## config.mk

```make
export PLATFORM = sky130hd
export DESIGN_NAME = ni_inject
export DESIGN_NICKNAME = d
export VERILOG_FILES = /design/src/rtl/ni_inject_pkg.sv /design/src/rtl/ni_fifo.sv /design/src/rtl/ni_inject.sv
export SDC_FILE = /design/constraint.sdc
export NUM_CORES = 1
export LEC_CHECK = 0
export ABC_CLOCK_PERIOD_IN_PS = 6900
export BUFFER_PORTS_ARGS = -buffer_cell sky130_fd_sc_hd__buf_2
export CORE_MARGIN = 2
export CORE_UTILIZATION = 25
export DETAILED_ROUTE_END_ITERATION = 8
export HOLD_SLACK_MARGIN = 0.03
export PLACE_DENSITY_LB_ADDON = 0.25
export SLEW_MARGIN = 20
export SYNTH_ARGS = -nofsm -noshare
export SYNTH_HDL_FRONTEND = slang
export SYNTH_HIERARCHICAL = 1
export SYNTH_SLANG_ARGS = --single-unit
```

## constraint.sdc

```tcl
create_clock -name clk -period 6.9 [get_ports clk]
set_input_delay 1.725 -clock clk [delete_from_list [all_inputs] [get_ports clk]]
set_output_delay 1.725 -clock clk [all_outputs]
set_load 0.01 [all_outputs]
```

## src/rtl/ni_inject_pkg.sv

```systemverilog
// rtl/ni_inject_pkg.sv - shared flit constants, head layout and width helpers for the injection stage
package ni_inject_pkg;

  typedef enum logic [1:0] {
    FLIT_BODY = 2'b00,
    FLIT_HEAD = 2'b01,
    FLIT_TAIL = 2'b10
  } flit_type_e;

  typedef enum logic {
    ST_IDLE = 1'b0,
    ST_SEND = 1'b1
  } inj_state_e;

  localparam int HEAD_FIELD_W  = 4;
  localparam int HEAD_DSTX_LSB = 0;
  localparam int HEAD_DSTY_LSB = 4;
  localparam int HEAD_SRCX_LSB = 8;
  localparam int HEAD_SRCY_LSB = 12;

  // Index width that stays at least one bit wide for single-entry structures.
  function automatic int clog2_min1(input int n);
    return (n > 1) ? $clog2(n) : 1;
  endfunction

  // Bits needed to hold every value 0..n inclusive.
  function automatic int cnt_width(input int n);
    return (n > 0) ? $clog2(n + 1) : 1;
  endfunction

endpackage

```

## src/rtl/ni_fifo.sv

```systemverilog
// rtl/ni_fifo.sv - synchronous FIFO with full/empty flags and asynchronous active-low reset
module ni_fifo
  import ni_inject_pkg::*;
#(
  parameter int WIDTH = 8,
  parameter int DEPTH = 4
) (
  input  logic             clk,
  input  logic             rst_,
  input  logic             push,
  input  logic [WIDTH-1:0] wdata,
  input  logic             pop,
  output logic [WIDTH-1:0] rdata,
  output logic             full,
  output logic             empty
);

  localparam int AW = clog2_min1(DEPTH);
  localparam int CW = cnt_width(DEPTH);

  logic [WIDTH-1:0] mem [DEPTH];
  logic [AW-1:0]    wr_ptr;
  logic [AW-1:0]    rd_ptr;
  logic [CW-1:0]    count;
  logic             do_push;
  logic             do_pop;

  assign full  = (count == CW'(DEPTH));
  assign empty = (count == '0);
  assign rdata = mem[rd_ptr];

  // A full FIFO may still take a word when the same cycle frees a slot.
  assign do_pop  = pop && !empty;
  assign do_push = push && (!full || do_pop);

  function automatic logic [AW-1:0] next_ptr(input logic [AW-1:0] p);
    return (p == AW'(DEPTH - 1)) ? '0 : p + AW'(1);
  endfunction

  always_ff @(posedge clk or negedge rst_) begin
    if (!rst_) begin
      wr_ptr <= '0;
      rd_ptr <= '0;
      count  <= '0;
    end else begin
      if (do_push) wr_ptr <= next_ptr(wr_ptr);
      if (do_pop)  rd_ptr <= next_ptr(rd_ptr);
      if (do_push && !do_pop)      count <= count + CW'(1);
      else if (!do_push && do_pop) count <= count - CW'(1);
    end
  end

  always_ff @(posedge clk) begin
    if (do_push) mem[wr_ptr] <= wdata;
  end

endmodule

```

## src/rtl/ni_inject.sv

```systemverilog
// rtl/ni_inject.sv - local-port injection: buffers core words, allocates a drained VC,
// emits head/body/tail flits and tracks per-VC router buffer credits
module ni_inject
  import ni_inject_pkg::*;
#(
  parameter int ROUTERID  = 0,
  parameter int MY_XPOS   = 0,
  parameter int MY_YPOS   = 0,
  parameter int DATAW     = 64,
  parameter int NVCH      = 2,
  parameter int BUFDEPTH  = 4,
  parameter int FIFODEPTH = 4
) (
  input  logic                        clk,
  input  logic                        rst_,
  input  logic [DATAW-3:0]            core_data,
  input  logic                        core_sop,
  input  logic                        core_eop,
  input  logic [3:0]                  core_dst_x,
  input  logic [3:0]                  core_dst_y,
  input  logic                        core_valid,
  output logic                        core_ready,
  output logic [DATAW-1:0]            odata,
  output logic                        ovalid,
  output logic [clog2_min1(NVCH)-1:0] ovch,
  input  logic [NVCH-1:0]             iack,
  input  logic [NVCH-1:0]             ilck
);

  localparam int VCW = clog2_min1(NVCH);
  localparam int CRW = cnt_width(BUFDEPTH);
  localparam int PW  = DATAW - 2;
  localparam logic [CRW-1:0] CRED_FULL = CRW'(BUFDEPTH);

  typedef struct packed {
    logic          sop;
    logic          eop;
    logic [3:0]    dst_x;
    logic [3:0]    dst_y;
    logic [PW-1:0] data;
  } entry_t;

  inj_state_e     state_q, state_d;
  logic [VCW-1:0] cur_vc_q, cur_vc_d;
  logic [VCW-1:0] last_vc_q, last_vc_d;
  logic [CRW-1:0] credit_q [NVCH];

  entry_t         wr_entry;
  entry_t         front;
  logic           fifo_push;
  logic           fifo_pop;
  logic           fifo_full;
  logic           fifo_empty;

  logic           issue;
  logic [VCW-1:0] issue_vc;
  logic [DATAW-1:0] issue_flit;
  logic           drop_word;
  logic [PW-1:0]  head_payload;
  logic [1:0]     data_type;

  logic           vc_found;
  logic [VCW-1:0] vc_pick;
  logic [VCW:0]   rr_sum;
  logic [NVCH-1:0] credit_inc;
  logic [NVCH-1:0] credit_dec;
  logic [NVCH-1:0] credit_full;

  assign core_ready = rst_ && !fifo_full;
  assign fifo_push  = core_valid && core_ready;
  assign wr_entry   = '{sop: core_sop, eop: core_eop, dst_x: core_dst_x,
                        dst_y: core_dst_y, data: core_data};

  ni_fifo #(
    .WIDTH ($bits(entry_t)),
    .DEPTH (FIFODEPTH)
  ) u_fifo (
    .clk   (clk),
    .rst_  (rst_),
    .push  (fifo_push),
    .wdata (wr_entry),
    .pop   (fifo_pop),
    .rdata (front),
    .full  (fifo_full),
    .empty (fifo_empty)
  );

  always_comb begin
    head_payload = '0;
    head_payload[HEAD_DSTX_LSB +: HEAD_FIELD_W] = front.dst_x;
    head_payload[HEAD_DSTY_LSB +: HEAD_FIELD_W] = front.dst_y;
    head_payload[HEAD_SRCX_LSB +: HEAD_FIELD_W] = HEAD_FIELD_W'(MY_XPOS);
    head_payload[HEAD_SRCY_LSB +: HEAD_FIELD_W] = HEAD_FIELD_W'(MY_YPOS);
    data_type = front.eop ? FLIT_TAIL : FLIT_BODY;
  end

  // Round-robin search from last_vc+1; only fully drained, unlocked VCs qualify.
  always_comb begin
    vc_found = 1'b0;
    vc_pick  = '0;
    rr_sum   = '0;
    for (int i = 1; i <= NVCH; i++) begin
      rr_sum = {1'b0, last_vc_q} + (VCW+1)'(i);
      if (rr_sum >= (VCW+1)'(NVCH)) rr_sum = rr_sum - (VCW+1)'(NVCH);
      if (!vc_found && !ilck[rr_sum[VCW-1:0]] &&
          credit_q[rr_sum[VCW-1:0]] == CRED_FULL) begin
        vc_found = 1'b1;
        vc_pick  = rr_sum[VCW-1:0];
      end
    end
  end

  always_comb begin
    state_d    = state_q;
    cur_vc_d   = cur_vc_q;
    last_vc_d  = last_vc_q;
    fifo_pop   = 1'b0;
    issue      = 1'b0;
    issue_vc   = cur_vc_q;
    issue_flit = '0;
    drop_word  = 1'b0;
    case (state_q)
      ST_IDLE: begin
        if (!fifo_empty) begin
          if (front.sop) begin
            // The head is synthesised from the sop entry, which stays queued as the first payload.
            if (vc_found) begin
              issue      = 1'b1;
              issue_vc   = vc_pick;
              issue_flit = {FLIT_HEAD, head_payload};
              cur_vc_d   = vc_pick;
              last_vc_d  = vc_pick;
              state_d    = ST_SEND;
            end
          end else begin
            fifo_pop  = 1'b1;
            drop_word = 1'b1;
          end
        end
      end
      ST_SEND: begin
        if (!fifo_empty && credit_q[cur_vc_q] != '0) begin
          fifo_pop   = 1'b1;
          issue      = 1'b1;
          issue_flit = {data_type, front.data};
          if (front.eop) state_d = ST_IDLE;
        end
      end
      default: state_d = ST_IDLE;
    endcase
  end

  always_comb begin
    credit_inc  = '0;
    credit_dec  = '0;
    credit_full = '0;
    for (int v = 0; v < NVCH; v++) begin
      credit_full[v] = (credit_q[v] == CRED_FULL);
      credit_inc[v]  = iack[v] && !credit_full[v];
      credit_dec[v]  = issue && (issue_vc == VCW'(v));
    end
  end

  always_ff @(posedge clk or negedge rst_) begin
    if (!rst_) begin
      state_q   <= ST_IDLE;
      cur_vc_q  <= '0;
      last_vc_q <= VCW'(NVCH - 1);
    end else begin
      state_q   <= state_d;
      cur_vc_q  <= cur_vc_d;
      last_vc_q <= last_vc_d;
    end
  end

  always_ff @(posedge clk or negedge rst_) begin
    if (!rst_) begin
      for (int v = 0; v < NVCH; v++) credit_q[v] <= CRED_FULL;
    end else begin
      for (int v = 0; v < NVCH; v++) begin
        if (credit_inc[v] && !credit_dec[v])      credit_q[v] <= credit_q[v] + CRW'(1);
        else if (!credit_inc[v] && credit_dec[v]) credit_q[v] <= credit_q[v] - CRW'(1);
      end
    end
  end

  always_ff @(posedge clk or negedge rst_) begin
    if (!rst_) begin
      odata  <= '0;
      ovalid <= 1'b0;
      ovch   <= '0;
    end else begin
      ovalid <= issue;
      odata  <= issue ? issue_flit : '0;
      ovch   <= issue ? issue_vc : '0;
    end
  end

  // Credit return on a full VC and payload without a head are upstream protocol faults.
  always @(posedge clk) begin
    if (rst_) begin
      assert (ROUTERID >= 0 && MY_XPOS < 16 && MY_YPOS < 16);
      assert ((iack & credit_full) == '0);
      assert (!drop_word);
    end
  end

endmodule

```

==> results of run 1 <==
-- layout make-up --
cell class / count / area (um^2)
repair buffers: 153 / 788
fillers: 5220 / 37400
well taps: 696 / 871
clock inverters: 28 / 333
multi-input cells: 203 / 2810
clock buffers: 47 / 1050
inverters: 8 / 30.0
diodes: 4 / 10.0
flip-flops and latches: 370 / 10700
-- routing by layer --
metal,track usage,up-vias,part of all wire
li1,-,2753,-
met1,0.132,3237,0.42
met2,0.167,115,0.48
met3,0.0430,61,0.078
met4,0.0313,18,0.020
met5,0,-,0.0037
-- flip-flops by register name (all words and copies together) (netlist names) --
| signal | cells |
|---|---|
| credit_q | 6 |
| last_vc_q | 1 |
| cur_vc_q | 1 |
| u_fifo/rd_ptr | 2 |
| u_fifo/mem | 288 |
| state_q | 1 |
| odata | 64 |
| u_fifo/count | 3 |
| u_fifo/wr_ptr | 2 |
| ovalid | 1 |
| ovch | 1 |
-- path summary, 6_finish.rpt --
| path | from | end | slack [ns] |
|---|---|---|---|
| setup / recovery | rst_ | core_ready | 2.65 |
| hold / removal | last_vc_q$_DFFE_PN1P_ | last_vc_q$_DFFE_PN1P_ | 0.53 |
| setup reg to reg | u_fifo/rd_ptr[0]$_DFFE_PN0P_ | u_fifo/mem[3][24]$_DFFE_PP_ | 3.11 |
| hold reg to reg | last_vc_q$_DFFE_PN1P_ | last_vc_q$_DFFE_PN1P_ | 0.53 |
| max in group asynchronous | rst_ | u_fifo/rd_ptr[0]$_DFFE_PN0P_ | 4.57 |
| min in group asynchronous | rst_ | odata[36]$_DFF_PN0_ | 1.14 |
-- power by group through the flow --
stage | Combinational [mW] | Clock, mW | Sequential (mW)
2_1_floorplan | 1.07 | 0 | 2.99
3_3_place_gp | 1.48 | 0 | 3.04
3_5_place_dp | 1.48 | 0 | 3.04
4_1_cts | 1.49 | 2.28 | 3.00
5_1_grt | 1.58 | 2.37 | 3.04
6_report | 1.43 | 2.21 | 2.99
-- layout by cell type (no fill, tap or decap), types with 5 or more instances in the layout --
cell         n
edfxtp_1   288
mux4_2      72
bufinv_16    5
buf_2      144
and2_4      34
dfrtp_1     77
and2_1      25
clkbuf_1     6
inv_1        8
clkinv_2     7
ha_1         8
xor2_1       6
clkbuf_16   41
clkinv_1     6
nor2_1       6
a22o_1       8
buf_4        9
-- cell families (layout without fill, tap and decap cells) --
kind of cell | count (synthesis) | in the layout | share of synthesized area
buf+inv | 32 | 236 | 0.0161
simple gates | 83 | 83 | 0.0473
compound gates | 22 | 22 | 0.0159
xor+xnor | 9 | 9 | 0.00574
flops | 370 | 370 | 0.780
mux | 78 | 78 | 0.124
fa+ha+maj | 11 | 11 | 0.0117
other cells | 0 | 4 | 0
-- critical path, delay by kind of cell --
kind / cells / cell delay [ns]
buffers and inverters: 2 / 0.58
and+or+nand+nor: 1 / 0.21
==> flow_summary.yaml, run 1 <==
setup_path:
  slowest_stage: "buf_4"
  worst_setup_path_end_kind: "primary output"
  crit_arrival_ns: 2.53
  reg2reg_depth: 7
  cp.required_ns: 5.18
  max_stage_delay_ns: 0.42
  worst-setup-path-type: "primary input to primary output"
  path_cells: "buf_4 > nor2b_1 > buf_2"
  setup.worst_path.start_class: "primary input"
  path_max_fanout: 35
drt:
  viasPerCell: 4.10
  drt_iter0_markers: 246
  drt_wl_total_um: 29500
  wl_per_cell_um: 19.6
  drcViolationCount: 0
  vias: 6184
  first_pass_iters: 4
  final_antenna_net_count: 0
clock_network:
  ctsHoldBuffers: 0
  clk_latency_ns: 0.57
  ctsResizeCount: 0
  cts_sinks: 370
  ctsLongestPathBuffers: 3
  htreeDepth: 2
  cts_buffers: 41
  post_cts_buffers: 0
  path_clk_slew_ns: 0.05
  cts_tree: "done"
  cts-root-buf: "clkbuf_16"
timing:
  hold_slack_ns: 0.534
  worst_pin_slew_ns: 1.01
  skew_ns: 0.0266
  hold_viol: 0
  setup_viol_count_final: 0
  finalCritPeriodShare: 0.616
  relSlewSlack: 0.327
  fin_setup_tns_ns: 0
  max_freq_mhz: 235
  period_minus_slack_ns: 4.25
  rsz0062_at_grt: "no"
  setup_ws_ns: 2.65
  drv_slew: 0
floorplanning:
  num_rows: 85
  io_pins: 146
  coreArea_mm2: 0.0540
  dieHeight_um: 238
  die_area_mm2: 0.0568
  die_x_um: 238
  initial_utilization: 0.254
synthesis:
  synth-main-ff-cell: "edfxtp_1"
  synth_area_leaders: "edfxtp_1, dfrtp_1, mux4_2, and2_4, and2_1"
  synth_nets: 695
  synth_most_common_cell: "edfxtp_1"
  yosys_warnings: 6
  yosysTopAreaCellShare: 0.630
  ys_seq_area_frac: 0.780
  ys_seq_elements: 370
  synth-edff-count: 288
  netlist_area_mm2: 0.0137
  post_synth_inst_count: 605
  yosys.area.top_type: "edfxtp_1"
  synthArstFlopShare: 0.222
  syn_area_per_cell_um2: 22.7
  synth_common_cells: "edfxtp_1, dfrtp_1, mux4_2, and2_4, and2_1"
  ys_types: 45
status:
  status: "finished, final reports clean"
final_layout:
  area_growth_pct: 20.9
  layout.nets: 867
  fin_cells: 1509
  utilization: 0.307
  drive_above_1_share: 0.426
  fin_area_mm2: 0.0166
pwr:
  comb_power_share: 0.216
  power_density_mw_per_mm2: 399
  p_seq_frac: 0.451
  totalPowerFinal_mw: 6.63
  p_leak_nw: 6.07
  clkPwrFrac: 0.333
  p_sw_mw: 1.83
  p_int_mw: 4.79
  p_sw_frac: 0.277
  ir_worst_vdd_v: 0.000167
placement:
  place_inst: 1430
  dpl_cell_area_mm2: 0.0152
  place_ws_ns: 2.33
  dp_hpwl_um: 17400
  io_buffers: 145
  gp_congestion: 0.637
global_route:
  grt_max_degree: 67
  antenna_found_initial: 15
  grt_pass1_wl_um: 44100
  overflow: 0
  grt_pass1_vias: 6670
  grt_use_total: 0.105
min_path:
  holdPathStages: 2
  min_path_type: "flop to flop"
run:
  cap_viol_max_count: 0
No activity file was read; power rests on OpenSTA's default activity.
==> run 2: changes to the inputs <==
- ABC_CLOCK_PERIOD_IN_PS: 6900 -> 4300
- clock period: 6.9 -> 4.3 ns (I/O delays scaled with it)
==> run 2 against run 1 <==
Die area stayed put. Register-to-register slack worse by 2.0 ns. Power is 60% higher. Clock skew is 0.014 ns lower. Critical path type is now flop to flop. Highest routed layer unchanged.
==> flow_summary.yaml, run 2 (synthesis results as in run 1) <==
global_route:
  grt_max_degree: 64
  grt_use_total: 0.106
  grt_pass1_wl_um: 44200
  antenna_found_initial: 2
  overflow: 0
  grt_pass1_vias: 6796
floorplanning:
  die_area_mm2: 0.0568
  die_x_um: 238
  coreArea_mm2: 0.0540
  initial_utilization: 0.254
  num_rows: 85
  io_pins: 146
  dieHeight_um: 238
clock_network:
  cts-root-buf: "clkbuf_16"
  ctsHoldBuffers: 0
  path_clk_slew_ns: 0.06
  post_cts_buffers: 0
  cts_tree: "done"
  cts_buffers: 42
  htreeDepth: 2
  cts_sinks: 370
  clk_latency_ns: 0.55
  ctsLongestPathBuffers: 3
  ctsResizeCount: 0
min_path:
  holdPathStages: 2
  min-delay-start: "last_vc_q$_DFFE_PN1P_"
  hold_end: "last_vc_q$_DFFE_PN1P_"
  min_path_type: "flop to flop"
setup_path:
  reg2reg_to: "credit_q[1]$_DFFE_PN0P_"
  r2r_setup_slack_ns: 1.14
  r2r-start: "u_fifo/rd_ptr[1]$_DFFE_PN0P_"
  setup.worst_path.start_class: "flop"
  crit_arrival_ns: 3.60
  path_max_fanout: 32
  worst-setup-path-type: "flop to flop"
  cp.required_ns: 4.73
  worst_setup_path_end_kind: "flop"
  reg2reg_depth: 9
final_layout:
  drive_above_1_share: 0.425
  layout.nets: 875
  largest_reg_flops: 288
  area_growth_pct: 21.5
  nFillCells: 5231
  final_cell_mix: "edfxtp_1, buf_2, dfrtp_1"
  top_register: "u_fifo/mem"
  reg_top3: "u_fifo/mem (288), odata (64), credit_q (6)"
  final_common_cell: "edfxtp_1"
drt:
  vias: 6247
  highest_layer: "met5"
  wl_per_cell_um: 19.4
  drt_iter0_markers: 304
  wl_met3_um: 1230
  final_antenna_net_count: 0
  first_pass_iters: 4
  drcViolationCount: 0
  wl_met2_um: 14200
  drt_wl_total_um: 29500
  viasPerCell: 4.12
  wl_met1_um: 13400
timing:
  period_minus_slack_ns: 3.16
  rsz0062_at_grt: "no"
  hold_viol: 0
  relSlewSlack: 0.380
  max_freq_mhz: 316
  hold_slack_ns: 0.532
  drv_slew: 0
  worst_pin_slew_ns: 0.930
  skew_ns: 0.0131
  setup_viol_count_final: 0
  finalCritPeriodShare: 0.735
  fin_setup_tns_ns: 0
placement:
  io_buffers: 145
  dp_hpwl_um: 16600
  gp_congestion: 0.665
pwr:
  p_leak_nw: 6.11
  power_density_mw_per_mm2: 637
  ir_worst_vdd_v: 0.000260
status:
  status: "finished, final reports clean"
run:
  cap_viol_max_count: 0
run 2: changes by cell type in the layout (fill, tap and decap cells not counted), moves of 2 or more:
cell,before,now
clkinv_16,2,0
buf_4,9,12
buf_12,0,4
diode_2,4,1
clkbuf_16,41,45
clkinv_2,7,5
inv_6,3,0
clkbuf_1,6,16
clkinv_1,6,3
bufinv_16,5,3
run 2: worst max-delay path by stage:
| stage | start | to | slack, ns | cells past startpoint |
|---|---|---|---|---|
| 2_1_floorplan | rst_ | u_fifo/mem[0][0]$_DFFE_PP_ | 1.21 | 4 |
| 3_3_place_gp | ilck[1] | credit_q[1]$_DFFE_PN0P_ | 1.01 | 9 |
| 3_5_place_dp | ilck[1] | credit_q[1]$_DFFE_PN0P_ | 1.01 | 9 |
| 4_1_cts | u_fifo/rd_ptr[1]$_DFFE_PN0P_ | credit_q[1]$_DFFE_PN0P_ | 1.07 | 9 |
| 5_1_grt | u_fifo/rd_ptr[1]$_DFFE_PN0P_ | credit_q[1]$_DFFE_PN0P_ | 0.94 | 9 |
| 6_report | u_fifo/rd_ptr[1]$_DFFE_PN0P_ | credit_q[1]$_DFFE_PN0P_ | 1.14 | 9 |
run 2: final cells by class:
cell class,instances,area (um^2),share of cell area
Sequential cell,370,10700,0.642
Multi-Input combinational cell,203,2810,0.168
Clock buffer,62,1200,0.0719
Timing Repair Buffer,160,891,0.0534
Tap cell,696,871,0.0522
Clock inverter,16,169,0.0101
Inverter,8,30.0,0.00180
Antenna cell,1,2.50,0.000150
run 2: metrics by stage:
stage          worst slack [ns]  instances  utilization  cell area (um^2)  total power, mW
2_1_floorplan              1.21        605            -             13700             6.51
3_3_place_gp               1.01       1437        0.283             15300             7.28
3_5_place_dp               1.01       1437        0.283             15300             7.28
4_1_cts                    1.07       1515        0.309             16700             10.9
5_1_grt                   0.938       1515        0.309             16700             11.2
6_report                   1.14       1516        0.309             16700             10.6
run 2: per-layer routing:
layer,vias up,global-route usage
met5,-,0
met2,103,0.171
met1,3331,0.142
li1,2766,-
met3,45,0.0266
met4,2,0.0337
run 2: where the power goes:
group	leakage, nW	switching [mW]	total (mW)	internal [mW]
Sequential	3.70	0.301	4.75	4.45
Clock	0.658	1.40	3.52	2.12
Combinational	1.75	1.18	2.36	1.17
run 2: critical path, stage by stage, from the launching register on:
cell and delay, ns:
dfrtp_4 0.79, mux4_2 0.32, nor3b_2 0.35, o21a_1 0.18
buf_4 0.23, a2bb2o_4 0.23, ha_1 0.21, inv_1 0.07
fa_1 0.40, mux2_2 0.26
